--- src/rtl/alu_pkg.sv ---
// Shared definitions for the two-stage ALU pipeline: op encodings and the compare-flag bundle.
package alu_pkg;

  localparam logic [1:0] OP_ADD = 2'b00;
  localparam logic [1:0] OP_SUB = 2'b01;
  localparam logic [1:0] OP_CMP = 2'b10;
  localparam logic [1:0] OP_AND = 2'b11;

  typedef struct packed {
    logic a_gt_b;
    logic a_eq_b;
    logic b_gt_a;
  } flags_t;

endpackage

--- src/rtl/alu_core.sv ---
// Combinational ALU datapath: op/a/b -> result, carry and unsigned compare flags.
// Optional saturation on add/subtract when ALU_PIPE_SAT_EN is defined.
module alu_core
  import alu_pkg::*;
#(
  parameter int WIDTH = 8
) (
  input  logic [1:0]       op,
  input  logic [WIDTH-1:0] a,
  input  logic [WIDTH-1:0] b,
  output logic [WIDTH-1:0] result,
  output logic             carry,
  output flags_t           flags
);

  logic [WIDTH:0] sum;
  logic [WIDTH:0] diff;

  always_comb begin
    sum    = {1'b0, a} + {1'b0, b};
    // Two's-complement subtract; the top bit is the no-borrow indication (a >= b).
    diff   = {1'b0, a} + {1'b0, ~b} + {{WIDTH{1'b0}}, 1'b1};
    result = '0;
    carry  = 1'b0;
    case (op)
      OP_ADD: begin
        carry  = sum[WIDTH];
        result = sum[WIDTH-1:0];
`ifdef ALU_PIPE_SAT_EN
        if (sum[WIDTH]) result = '1;
`endif
      end
      OP_SUB: begin
        carry  = diff[WIDTH];
        result = diff[WIDTH-1:0];
`ifdef ALU_PIPE_SAT_EN
        if (!diff[WIDTH]) result = '0;
`endif
      end
      OP_CMP: begin
        result = '0;
        carry  = 1'b0;
      end
      default: begin
        result = a & b;
        carry  = 1'b0;
      end
    endcase
  end

  always_comb begin
    flags.a_gt_b = (a > b);
    flags.a_eq_b = (a == b);
    flags.b_gt_a = (b > a);
  end

endmodule

--- src/rtl/alu_pipe.sv ---
// Two-stage valid/ready ALU pipeline (S1 operands, S2 result/flags) with a delivered-beat counter.
// Build option: define ALU_PIPE_SAT_EN for saturating add/subtract.
module alu_pipe
  import alu_pkg::*;
#(
  parameter int WIDTH = 8
) (
  input  logic             clk,
  input  logic             rst_n,
  input  logic             in_valid,
  output logic             in_ready,
  input  logic [1:0]       op,
  input  logic [WIDTH-1:0] a,
  input  logic [WIDTH-1:0] b,
  output logic             out_valid,
  input  logic             out_ready,
  output logic [WIDTH-1:0] result,
  output logic             carry,
  output logic             a_gt_b,
  output logic             a_eq_b,
  output logic             b_gt_a,
  output logic [15:0]      beat_cnt
);

  // Handshake: a beat moves on a rising edge where valid && ready are both high;
  // a producer holds valid and data stable until that edge, ready may depend on out_ready.

  logic             s1_valid;
  logic [1:0]       s1_op;
  logic [WIDTH-1:0] s1_a;
  logic [WIDTH-1:0] s1_b;

  logic             s2_valid;
  logic [WIDTH-1:0] s2_result;
  logic             s2_carry;
  flags_t           s2_flags;

  logic [WIDTH-1:0] core_result;
  logic             core_carry;
  flags_t           core_flags;

  logic s2_load;
  logic s1_adv;
  logic deliver;

  assign s2_load  = !s2_valid || out_ready;
  assign s1_adv   = !s1_valid || s2_load;
  assign in_ready = s1_adv;
  assign deliver  = s2_valid && out_ready;

  alu_core #(.WIDTH(WIDTH)) u_core (
    .op     (s1_op),
    .a      (s1_a),
    .b      (s1_b),
    .result (core_result),
    .carry  (core_carry),
    .flags  (core_flags)
  );

  always_ff @(posedge clk or negedge rst_n) begin
    if (!rst_n) begin
      s1_valid <= 1'b0;
      s1_op    <= OP_ADD;
      s1_a     <= '0;
      s1_b     <= '0;
    end else if (s1_adv) begin
      s1_valid <= in_valid;
      if (in_valid) begin
        s1_op <= op;
        s1_a  <= a;
        s1_b  <= b;
      end
    end
  end

  // S2 keeps its last payload when it drains empty; only out_valid is meaningful then.
  always_ff @(posedge clk or negedge rst_n) begin
    if (!rst_n) begin
      s2_valid  <= 1'b0;
      s2_result <= '0;
      s2_carry  <= 1'b0;
      s2_flags  <= '0;
    end else if (s2_load) begin
      s2_valid <= s1_valid;
      if (s1_valid) begin
        s2_result <= core_result;
        s2_carry  <= core_carry;
        s2_flags  <= core_flags;
      end
    end
  end

  always_ff @(posedge clk or negedge rst_n) begin
    if (!rst_n) begin
      beat_cnt <= 16'h0000;
    end else if (deliver) begin
      beat_cnt <= beat_cnt + 16'h0001;
    end
  end

  assign out_valid = s2_valid;
  assign result    = s2_result;
  assign carry     = s2_carry;
  assign a_gt_b    = s2_flags.a_gt_b;
  assign a_eq_b    = s2_flags.a_eq_b;
  assign b_gt_a    = s2_flags.b_gt_a;

endmodule
--- config.mk ---
export PLATFORM = sky130hd
export DESIGN_NAME = alu_pipe
export DESIGN_NICKNAME = d
export VERILOG_FILES = /design/src/rtl/alu_pkg.sv /design/src/rtl/alu_core.sv /design/src/rtl/alu_pipe.sv
export SDC_FILE = /design/constraint.sdc
export NUM_CORES = 1
export LEC_CHECK = 0
export BUFFER_PORTS_ARGS = -buffer_cell sky130_fd_sc_hd__buf_2
export CAP_MARGIN = 5
export CORE_MARGIN = 8
export CORE_UTILIZATION = 41
export CTS_BUF_LIST = sky130_fd_sc_hd__clkbuf_8
export CTS_CLUSTER_SIZE = 30
export DETAILED_ROUTE_END_ITERATION = 16
export GPL_TIMING_DRIVEN = 0
export HOLD_SLACK_MARGIN = 0.06
export MAX_ROUTING_LAYER = met4
export PLACE_DENSITY = 0.7
export SYNTH_ARGS = -nofsm -noshare
export SYNTH_HDL_FRONTEND = slang
export SYNTH_HIERARCHICAL = 1
export SYNTH_SLANG_ARGS = --single-unit
--- constraint.sdc ---
create_clock -name clk -period 5 [get_ports clk]
set_clock_uncertainty 0.05 [all_clocks]
set_input_delay 0.25 -clock clk [delete_from_list [all_inputs] [get_ports clk]]
set_output_delay 0.25 -clock clk [all_outputs]
set_load 0.01 [all_outputs]
* Word-level counts from Yosys, hierarchy flattened
Index checks and enable logic that the tools add are counted.
** Word-level totals
- Bits in registers :: 48
- Latch bits :: 0
- Bits in writable memories :: 0
- ROM bits :: 0
- Input port bits :: 22
- Output and inout bits :: 30
- Memories :: 0
** Cells by class
- Add/subtract/negate cells :: 4
- Multipliers :: 0
- Divide/modulo/power cells :: 0
- Order comparisons :: 2
- Equality and inequality tests :: 3
- Shifts and indexed selects :: 0
- Multiplexer cells :: 2
- Bitwise logic cells :: 2
- Reduce and logical (&&, ||, !) cells :: 8
** Operators by type and width (count)
- $pmux 8 s3 :: 1
- $add 8x8->9 :: 2
- $add 16x1->16 const B :: 1
- $gt 8x8->1 :: 2
- $add 9x1->9 const B :: 1
- $and 8x8->8 :: 1
- $eq 8x8->1 :: 1
- $not 8->8 :: 1
- $reduce_and 2->1 :: 2
- $eq 2x1->1 const B :: 1
- $eq 2x2->1 const B :: 1
- $logic_not 1->1 :: 2
- $logic_not 2->1 :: 1
- $logic_or 1x1->1 :: 2
- $pmux 1 s2 :: 1
- $logic_and 1x1->1 :: 1

* Depth between registers and ports, before layout
- Depth in word-level cells :: 4
- Gate-level depth with buffers :: 10
- Mapped depth without buffers :: 10

* Modules after synthesis
The synthesis kept the hierarchy.
** Modules (own cells, without submodules)
- alu_pipe :: times used 1, cells an instance 129, area an instance 1896.8 um2, seq. area each 1201.2 um2
- alu_core :: times used 1, cells an instance 149, area an instance 1057.3 um2, seq. area each 0.0 um2

* Worst setup path before layout
OpenSTA, ideal clock, no wires.
- Path type :: reg-to-reg
- Start point :: register s1_a[0]
- End point :: register s2_result[6], in the netlist result[6]
- Setup time :: 125 ps
- Arrival time :: 2011 ps
- Data required time :: 4825 ps
- Path slack :: 2815 ps
- Cell stages (with the launch flop) :: 11
- Path buffers :: 0
- Cells stage by stage :: dfrtp_1 > inv_1 > ha_1 > inv_1 > fa_1 > a21o_2 > a221oi_2 > a211o_1 > or3_1 > nand3_1 > mux2_2
** On the way
- Cells in the longest elaborated chain, start to end :: 3
** Ends and longest elaborated chain
- start: declaration :: line alu_pipe.sv:30 : logic [WIDTH-1:0] s1_a;
- start signal: assignment :: line alu_pipe.sv:64 : s1_a <= '0;
- start signal: assignment :: line alu_pipe.sv:70 : s1_a <= a;
- $add 8x8->9 :: line alu_core.sv:22 : diff = {1'b0, a} + {1'b0, ~b} + {{WIDTH{1'b0}}, 1'b1};
- $add 9x1->9 :: line alu_core.sv:22
- $pmux 8 s3 * :: line alu_core.sv:25 : case (op)
- via core_result[6] :: line alu_pipe.sv:38 : logic [WIDTH-1:0] core_result;
- end signal: assignment :: line alu_pipe.sv:86 : s2_result <= core_result;
- end: declaration :: line alu_pipe.sv:34 : logic [WIDTH-1:0] s2_result;
The timed path passes the listed nets; every way through them passes the cells marked *.
A chain may end at the register's enable or synchronous reset.

* Worst setup path in the final report
- Start point :: register s1_a[0]
- End point :: register s2_carry, in the netlist carry
** On the way
- Cells in the longest elaborated chain, start to end :: 3
** Ends and longest elaborated chain
- $add 8x8->9 :: line alu_core.sv:22
- $add 9x1->9 :: line alu_core.sv:22
- $pmux 1 s2 * :: line alu_core.sv:25
- via core_carry :: line alu_pipe.sv:39 : logic core_carry;
- end signal: assignment :: line alu_pipe.sv:87 : s2_carry <= core_carry;
- end: declaration :: line alu_pipe.sv:35 : logic s2_carry;
Marks and branches as above.

==> flow_summary.yaml <==
run_status:
  status: "finished, final reports clean"
timing:
  tightest_slew_ns: 1.05
  post-route-min-period_ns: 2.46
  final_max_slew_viol_count: 0
  rsz0062_at_grt: "no"
  maxSlewHeadroom_pct: 29.9
  setup_viol: 0
  finalCritPeriodShare_pct: 49.2
  tns_ns: 0
  finalHoldViolations: 0
  timing.fmax_mhz: 406
finish:
  n_fill_cell: 645
  area_growth_pct: 16.9
  fin_cells: 436
  layout_commonest_cell: "buf_2"
  antenna_cells: 0
  finalNetCount: 386
  drive_above_1_share_pct: 30.9
  mostFrequentLayoutCells: "buf_2, dfrtp_1, mux2_2, ha_1, inv_1"
global_routing:
  grt_pass1_vias: 2258
  gr-total-overflow: 0
  gr-usage-all-layers_pct: 13.4
  grt_pass1_wl_um: 10800
  grt_max_degree: 49
  antenna_found_initial: 0
clocking:
  postCtsSetupRepairBufs: 0
  ctsResizeCount: 0
  cts_tree: "yes"
  clk_pin_slew_worst_paths_ns: 0.09
  cts_buffers: 5
  cts.path.max_buffers: 2
  insertion_delay_ns: 0.30
  cts_htree_levels: 2
  postCtsHoldBufs: 0
  cts-root-buf: "clkbuf_8"
  cts_num_sinks: 48
route:
  routed_wl_um: 6350
  drt_iter0_drc: 85
  avgViaCountPerCell: 4.91
  vias: 2142
  wl_per_cell_um: 14.6
  ant_nets: 0
  firstDrtPassIters: 4
  drc_errors: 0
logic_synthesis:
  syn_nets: 328
  netlist_area_mm2: 0.00295
  yosys.cell_types.count: 46
  synthCells: 278
  synth-seq-cells: 48
  ys_warn_count: 6
  avgSynthCellArea_um2: 10.6
  ys_seq_area_share_pct: 40.7
worst_setup_path:
  worst_r2r_endpoint: "carry"
  path_cells: "inv_1, ha_1, inv_1, fa_1, a21o_2, a221oi_2, nor2_1, o21ai_0, a221oi_1, mux2_2"
  setup.worst_path.start_class: "register"
  cp_slowest_stage_delay_ns: 0.42
  cp_num_buf_inv: 2
  cp.depth: 10
  timing.rr.start: "s1_a[0]"
  worstPathArrival_ns: 2.60
  crit_path_end_kind: "register"
  cp_top_family: "compound AO/OA/AOI/OAI gates"
  crit_slowest_cell: "dfrtp_1"
  worst-path-max-fanout: 4
  crit_type: "reg -> reg"
  crit_end: "carry"
  path_common_cell: "inv_1"
  reg2reg_slack_ns: 2.54
  rr_worst_depth: 10
  critical_path.startpoint: "s1_a[0]"
  crit_required_ns: 5.14
power_and_ir_drop:
  powerDensity_mw_per_mm2: 397
  vdd_ir_drop_max_v: 0.000251
  p_leak_nw: 1.69
placed_design:
  dp_cells: 428
  io_buffers: 51
  routabilityCongestion: 0.863
  dp_hpwl_um: 4960
floorplan:
  die_w_um: 101
  fp.coreArea_mm2: 0.00710
  die_y_um: 101
  ios: 52
  num_rows: 31
  die-area_mm2: 0.0102
  start_util_pct: 41.6
min_path:
  hold_class: "in -> async"
job:
  drv_cap: 0
==> where the power goes <==
group	switching (mW)	total, mW	internal, mW
Combinational	0.275	0.524	0.249
Clock	0.134	0.298	0.164
Sequential	0.0738	0.549	0.476
Total	0.483	1.37	0.888
==> through the flow <==
stage | area [µm²] | utilization, % | hold WS [ns] | setup WS (ns) | power, mW
after CTS | 3450 | 48.7 | 0.111 | 2.55 | 1.39
after floorplan | 2950 | - | -0.0956 | 2.81 | 0.913
final | 3450 | 48.7 | 0.0880 | 2.54 | 1.37
after detailed placement | 3330 | 47.0 | 0.407 | 2.57 | 1.09
after global placement | 3330 | 47.0 | 0.415 | 2.63 | 1.07
after global routing | 3450 | 48.7 | 0.111 | 2.37 | 1.48
==> Yosys cell counts (all sizes together) <==
| cell type | count | share of area, % |
|---|---|---|
| nor3 | 3 | 0.85 |
| a31oi | 1 | 0.21 |
| or3 | 1 | 0.21 |
| a2111oi | 1 | 0.30 |
| nand3b | 4 | 1.4 |
| mux2 | 31 | 12 |
| nand4 | 4 | 0.85 |
| nor2 | 16 | 2.0 |
| and3 | 2 | 0.42 |
| a211oi | 3 | 0.76 |
| nor3b | 1 | 0.42 |
| o221ai | 1 | 0.30 |
| nor2b | 5 | 1.1 |
| inv | 23 | 2.9 |
| o21bai | 1 | 0.25 |
| dfrtp | 48 | 41 |
| o2111ai | 1 | 0.30 |
| nand2b | 3 | 0.64 |
| xnor2 | 14 | 4.2 |
| a21o | 3 | 0.80 |
| o31ai | 2 | 0.51 |
| clkbuf | 3 | 0.38 |
| ha | 26 | 11 |
| o21ai | 9 | 1.5 |
| o31a | 1 | 0.30 |
| a211o | 2 | 0.59 |
| nand2 | 20 | 2.8 |
| a21oi | 9 | 1.5 |
| o21a | 2 | 0.51 |
| o311ai | 2 | 0.59 |
| nand3 | 11 | 1.9 |
| fa | 2 | 1.4 |
| nor4 | 2 | 0.42 |
| and2 | 3 | 0.64 |
| mux2i | 3 | 1.0 |
| a221oi | 2 | 0.80 |
| xor2 | 5 | 1.5 |
| a311oi | 1 | 0.30 |
| buf | 7 | 2.0 |
==> worst min path at each step <==
stage	startpoint	endpoint	cells after the start	slack, ns
floorplan	rst_n	a_eq_b	0	-0.1
global placement	beat_cnt[15]	beat_cnt[15]	1	0.42
detailed placement	beat_cnt[15]	beat_cnt[15]	1	0.41
CTS	a[5]	s1_a[5]	2	0.11
global route	a[5]	s1_a[5]	2	0.11
finish	rst_n	s1_op[0]	1	0.09
==> area by class of cell <==
| type | count | area (µm²) | share of cell area, % |
|---|---|---|---|
| multi-input cells | 197 | 1600 | 46.2 |
| flip-flops and latches | 48 | 1200 | 34.8 |
| repair buffers | 51 | 255 | 7.39 |
| well taps | 99 | 124 | 3.59 |
| inverters | 23 | 86.3 | 2.50 |
| clock buffers | 6 | 82.6 | 2.39 |
| plain buffers | 10 | 70.1 | 2.03 |
| clock inverters | 2 | 38.8 | 1.12 |
==> cells by family after synthesis <==
kind of cell | synth area share [%]
AND/OR/NAND/NOR | 13.6
AO/OA/AOI/OAI | 9.57
multiplexers | 12.8
XOR/XNOR | 5.63
flip-flops | 40.7
buffers and inverters | 5.29
adder cells (fa/ha/maj) | 12.4
==> routing by layer <==
metal | wire length, µm | up-vias | global-route usage, %
met2 | 3180 | 42 | 22.5
met5 | 0 | - | -
met4 | 68 | 0 | 4.07
li1 | - | 1078 | -
met1 | 2790 | 1016 | 15.4
met3 | 308 | 6 | 3.31
==> state kept, by name, indices dropped and copies added, names as in the netlist <==
signal	flops
a_eq_b	1
a_gt_b	1
b_gt_a	1
beat_cnt	16
carry	1
out_valid	1
result	8
s1_a	8
s1_b	8
s1_op	2
s1_valid	1
(Power assumes the default switching activity.)
